`config.mk`:
```
export PLATFORM = sky130hd
export DESIGN_NAME = data_mem_arbiter
export DESIGN_NICKNAME = d
export VERILOG_FILES = /design/src/rtl/data_mem_arb_pkg.sv /design/src/rtl/data_mem_arbiter_rr_arb2.sv /design/src/rtl/data_mem_arbiter.sv
export SDC_FILE = /design/constraint.sdc
export NUM_CORES = 1
export LEC_CHECK = 0
export ABC_AREA = 1
export ABC_CLOCK_PERIOD_IN_PS = 3700
export CORE_ASPECT_RATIO = 0.8
export CORE_MARGIN = 5
export CORE_UTILIZATION = 40
export CTS_CLUSTER_DIAMETER = 120
export DETAILED_ROUTE_END_ITERATION = 16
export PLACE_DENSITY = 0.74
export SETUP_SLACK_MARGIN = 0.1
export SYNTH_ARGS = -nofsm -noshare
export SYNTH_HDL_FRONTEND = slang
export SYNTH_SLANG_ARGS = --single-unit
```
`constraint.sdc`:
```
create_clock -name clk -period 3.7 [get_ports clk]
set_clock_uncertainty 0.05 [all_clocks]
set_input_delay 0.74 -clock clk [delete_from_list [all_inputs] [get_ports clk]]
set_output_delay 0.74 -clock clk [all_outputs]
set_load 0.02 [all_outputs]
```
`src/rtl/data_mem_arb_pkg.sv`:
```
// Shared types and constants for the two-port data memory arbiter.
// Holds the FSM state encoding and the port index values used for grants.
package data_mem_arb_pkg;

    typedef enum logic [1:0] {
        IDLE  = 2'd0,
        SERVE = 2'd1,
        ACK   = 2'd2
    } state_t;

    localparam logic PORT_CPU = 1'b0;
    localparam logic PORT_DMA = 1'b1;

endpackage

```
`src/rtl/data_mem_arbiter_rr_arb2.sv`:
```
// Two-way round-robin selector: a lone requester wins; on a tie the port
// that was not served last wins.
module rr_arb2
    import data_mem_arb_pkg::*;
(
    input  logic [1:0] req,
    input  logic       last,
    output logic       grant,
    output logic       valid
);

    always_comb begin
        // NOTE: every output gets a default before the case so no path can infer a latch.
        grant = PORT_CPU;
        valid = |req;
        case (req)
            2'b01:   grant = PORT_CPU;
            2'b10:   grant = PORT_DMA;
            2'b11:   grant = ~last;
            default: grant = PORT_CPU;
        endcase
    end

endmodule

```
`src/rtl/data_mem_arbiter.sv`:
```
// Arbitrates a CPU port and a DMA port onto one data memory using a
// three-state IDLE/SERVE/ACK sequence, one access every three cycles.
module data_mem_arbiter
    import data_mem_arb_pkg::*;
#(
    parameter int ADDR_W = 8,
    parameter int DATA_W = 8
) (
    input  logic              clk,
    input  logic              reset,
    input  logic              cpu_req,
    input  logic              cpu_we,
    input  logic [ADDR_W-1:0] cpu_addr,
    input  logic [DATA_W-1:0] cpu_wdata,
    output logic              cpu_ack,
    output logic [DATA_W-1:0] cpu_rdata,
    input  logic              dma_req,
    input  logic              dma_we,
    input  logic [ADDR_W-1:0] dma_addr,
    input  logic [DATA_W-1:0] dma_wdata,
    output logic              dma_ack,
    output logic [DATA_W-1:0] dma_rdata,
    output logic              mem_we,
    output logic              mem_re,
    output logic [ADDR_W-1:0] mem_addr,
    output logic [DATA_W-1:0] mem_wdata,
    input  logic [DATA_W-1:0] mem_rdata,
    output logic              busy
);

    state_t              r_state;
    state_t              w_next_state;
    logic                r_last;
    logic                r_gnt;
    logic                r_we;
    logic [ADDR_W-1:0]   r_addr;
    logic [DATA_W-1:0]   r_wdata;
    logic [DATA_W-1:0]   r_cpu_rdata;
    logic [DATA_W-1:0]   r_dma_rdata;
    logic                w_grant;
    logic                w_valid;

    rr_arb2 u_rr_arb2 (
        .req   ({dma_req, cpu_req}),
        .last  (r_last),
        .grant (w_grant),
        .valid (w_valid)
    );

    always_ff @(posedge clk) begin
        // NOTE: registered state uses non-blocking assignment so all flops update together at the edge.
        if (reset) r_state <= IDLE;
        else       r_state <= w_next_state;
    end

    always_comb begin
        w_next_state = r_state;
        mem_we       = 1'b0;
        mem_re       = 1'b0;
        mem_addr     = '0;
        mem_wdata    = '0;
        cpu_ack      = 1'b0;
        dma_ack      = 1'b0;
        case (r_state)
            IDLE: begin
                if (w_valid) w_next_state = SERVE;
            end
            SERVE: begin
                w_next_state = ACK;
                // The memory bus sees only latched values, never the live port inputs.
                if (!reset) begin
                    mem_we    = r_we;
                    mem_re    = ~r_we;
                    mem_addr  = r_addr;
                    mem_wdata = r_wdata;
                end
            end
            ACK: begin
                w_next_state = IDLE;
                if (!reset) begin
                    cpu_ack = (r_gnt == PORT_CPU);
                    dma_ack = (r_gnt == PORT_DMA);
                end
            end
            default: w_next_state = IDLE;
        endcase
    end

    assign busy = (r_state != IDLE) && !reset;

    always_ff @(posedge clk) begin
        if (reset) begin
            r_last      <= PORT_DMA;
            r_gnt       <= PORT_CPU;
            r_we        <= 1'b0;
            r_addr      <= '0;
            r_wdata     <= '0;
            r_cpu_rdata <= '0;
            r_dma_rdata <= '0;
        end else begin
            if (r_state == IDLE && w_valid) begin
                r_gnt   <= w_grant;
                r_we    <= (w_grant == PORT_DMA) ? dma_we    : cpu_we;
                r_addr  <= (w_grant == PORT_DMA) ? dma_addr  : cpu_addr;
                r_wdata <= (w_grant == PORT_DMA) ? dma_wdata : cpu_wdata;
            end
            if (r_state == SERVE && !r_we) begin
                if (r_gnt == PORT_CPU) r_cpu_rdata <= mem_rdata;
                else                   r_dma_rdata <= mem_rdata;
            end
            if (r_state == ACK) r_last <= r_gnt;
        end
    end

    assign cpu_rdata = r_cpu_rdata;
    assign dma_rdata = r_dma_rdata;

endmodule

```
==> flow_summary_export.csv <==
group,metric,value,unit
clock_tree,cts_hold_buf,0,
detailed_routing,wl_met3,313,um
sta,setup_violations,0,
detailed_routing,firstDrtPassIters,4,
cells_and_area,final_cell_mix,"nor2_1 (88), clkdlybuf4s50_1 (82), nand2_1 (71)",
clock_tree,cts_setup_buffers,0,
global_routing,grt_antenna_before_repair,0,
logic_synthesis,synth-seq-cells,37,
logic_synthesis,yosys.area_share.xor_xnor,0,%
sta,fin_crit,3180,ps
detailed_routing,dr_wl_met2,2417,um
logic_synthesis,synth_top_family_by_area,"simple AND/OR/NAND/NOR gates",
detailed_routing,avgRoutedWirePerCell,11.65,um
clock_tree,worstSkewPairLatency,290,ps
logic_synthesis,syn_nets,352,
critical_path,crit_path_end_kind,"output pin",
pwr,seq_power_share,45.3,%
global_routing,grt_max_degree,36,
critical_path,critPathKind,"primary input to output pin",
critical_path,r2r_start,"r_gnt",
worst_hold_path,worstHoldPathCells,2,
die,die_h,72.34,um
sta,hold_slack,433.5,ps
die,core,4652,sq um
logic_synthesis,netlist-cell-type-count,20,
critical_path,cp_cell_sequence,"clkdlybuf4s50_1 -> inv_2 -> nand2_2 -> nor2_1 -> clkdlybuf4s50_1",
clock_tree,post_cts_resized,0,
cells_and_area,diodes,0,
sta,fin_ws,519.6,ps
pwr,combPwrFrac,27.4,%
cells_and_area,drive_above_1_share,5.759,%
critical_path,ff2ff_path_depth,4,
cells_and_area,final_core_util,61.40,%
worst_hold_path,hp-start,"cpu_rdata[3]",
die,die_w,87.93,um
pwr,power_switching,0.3069,mW
logic_synthesis,synth-edff-count,0,
clock_tree,clockBufferDepth,2,
die,start_util,41.77,%
global_routing,grt_pass1_vias,1843,
job,max_cap_viol_count,0,
logic_synthesis,ys_async_sr_fraction,0,%
logic_synthesis,syn_inst,306,
detailed_routing,vias,2049,
die,dieArea,6360,sq um
pwr,leakagePower,1.243,nW
clock_tree,clkTransAtPathRegs,80,ps
detailed_routing,wl_met1,2281,um
logic_synthesis,synth_warnings,0,
detailed_routing,top_layer,"met4",
sta,timing.final.crit_share,85.96,%
detailed_routing,antenna_left,0,
detailed_routing,drt-vias-per-instance,4.636,
detailed_routing,drt-total-wl,5149,um
critical_path,crit_slowest_cell,"clkdlybuf4s50_1",
cells_and_area,nets,427,
pwr,peakVddDrop,0.1797,mV
critical_path,crit_arrival,2390,ps
pwr,power.density,347.8,nW/um^2
sta,drv_slew,0,
pwr,fin_total_pwr,0.9936,mW
outcome,status,"finished, final reports clean",
worst_hold_path,holdPathEnd,"cpu_rdata[3]",
sta,slew_headroom,62.93,%
logic_synthesis,synth-compound-area-share,7.663,%
placement,numPortBuffers,82,
clock_tree,cts-root-buf,"clkbuf_8",
sta,worstMarginPinSlew,554.1,ps
sta,final_hold_viol_count,0,
critical_path,crit_top_cell,"clkdlybuf4s50_1",
placement,place_ws,512.9,ps
sta,max_freq,314.4,MHz
die,row_count,22,
clock_tree,htreeDepth,2,
placement,place.gp.congestion,0.8144,
critical_path,cp.required,2910,ps
clock_tree,tritoncts.num_buffers,5,
logic_synthesis,syn_area,1943,sq um
placement,placedInstanceArea,2774,sq um
detailed_routing,drcViolationCount,0,
logic_synthesis,synth-main-ff-cell,"dfxtp_1",
placement,dp.cells,434,
critical_path,rr_endpoint,"dma_rdata[7]",
die,io_pins,83,
detailed_routing,drt_iter0_markers,119,
critical_path,worstPathMaxFanout,19,
critical_path,r2r_setup_slack,2260,ps
global_routing,grt_pass1_wl,8362,um
cells_and_area,stdcell_area,2856,sq um
placement,place_hpwl,3766,um
logic_synthesis,avgSynthCellArea,6.350,sq um
critical_path,critPathMaxStageDelay,620,ps
global_routing,grt_use_total,16.84,%
cells_and_area,final_cells,442,
global_routing,grt_overflow_total,0,
logic_synthesis,ys_seq_area_share,38.12,%
sta,fin_setup_tns,0,ps
logic_synthesis,yosys.area_share.adder,0,%
worst_hold_path,hp-class,"flop to flop",
logic_synthesis,yosys.area_share.simple,44.30,%
critical_path,critical_path.startpoint_type,"primary input",
clock_tree,cts_tree,"built",
cells_and_area,final_common_cell,"nor2_1",
logic_synthesis,synth.mux.area_fraction,0,%
clock_tree,cts.sinks,37,
sta,rsz0062_at_grt,"false",
pwr,swShare,30.89,%
pwr,p_int,0.6867,mW
cells_and_area,syn2layout_area_growth,47.01,%
pwr,clockPowerShare,27.3,%
-- power by group through the flow --
stage / clock (mW) / combinational (mW) / sequential (mW)
CTS: 0.279 / 0.275 / 0.450
global placement: 0 / 0.272 / 0.458
finish: 0.272 / 0.272 / 0.450
detailed placement: 0 / 0.274 / 0.459
floorplan: 0 / 0.159 / 0.468
global route: 0.291 / 0.308 / 0.454
-- kinds of logic (layout without fill, tap and decap cells) --
group | after synthesis | in the layout
DFF | 37 | 37
and+or+nand+nor | 204 | 204
AOI/OAI and AO/OA | 19 | 19
buffers and inverters | 46 | 122
-- registers in the layout, summed over array words and instances (netlist names) --
name       flops
cpu_rdata      8
dma_rdata      8
r_addr         8
r_wdata        8
r_state        2
r_gnt          1
r_last         1
r_we           1
-- final cells by class --
type | count | area, sq um
multi-input combinational | 223 | 1010
timing repair buffer | 84 | 835.8
tap | 60 | 75.07
fill | 442 | 1795
sequential | 37 | 740.7
clock inverter | 2 | 10.01
inverter | 30 | 112.6
clock buffer | 6 | 72.57
-- layer usage --
metal / track usage, % / vias to the layer above
met2: 26.17 / 53
met3: 3.973 / 11
met1: 21.93 / 886
met4: 8.007 / 0
li1: - / 1099
met5: 0 / -
-- worst max-delay path by stage --
stage	depth (start not counted)	slack, ps	from	to
after floorplan	4	1490	reset	mem_addr[0]
final	5	520	reset	mem_addr[1]
after global routing	5	370	reset	mem_addr[1]
after global placement	5	560	reset	mem_wdata[6]
after CTS	5	500	reset	mem_addr[1]
after detailed placement	5	510	reset	mem_addr[1]
-- synth_stat cells, types with 2 or more instances --
master	instances	area, sq um
inv_1	25	93.84
nand3_1	21	105.1
dfxtp_1	37	740.7
nand2_2	2	12.51
nor2_2	3	18.77
inv_2	5	18.77
nand4_1	16	100.1
buf_4	2	15.01
a21boi_0	13	97.59
nand2_1	71	266.5
buf_2	4	20.02
clkbuf_1	8	30.03
nor2_1	88	330.3
nor2_4	2	22.52
a21boi_1	4	30.03
-- critical path, delay by kind of cell --
| family | cells | cell delay [ps] |
|---|---|---|
| buf+inv | 3 | 1230 |
| simple gates | 2 | 410 |
Power figures use the tool's default switching activity.
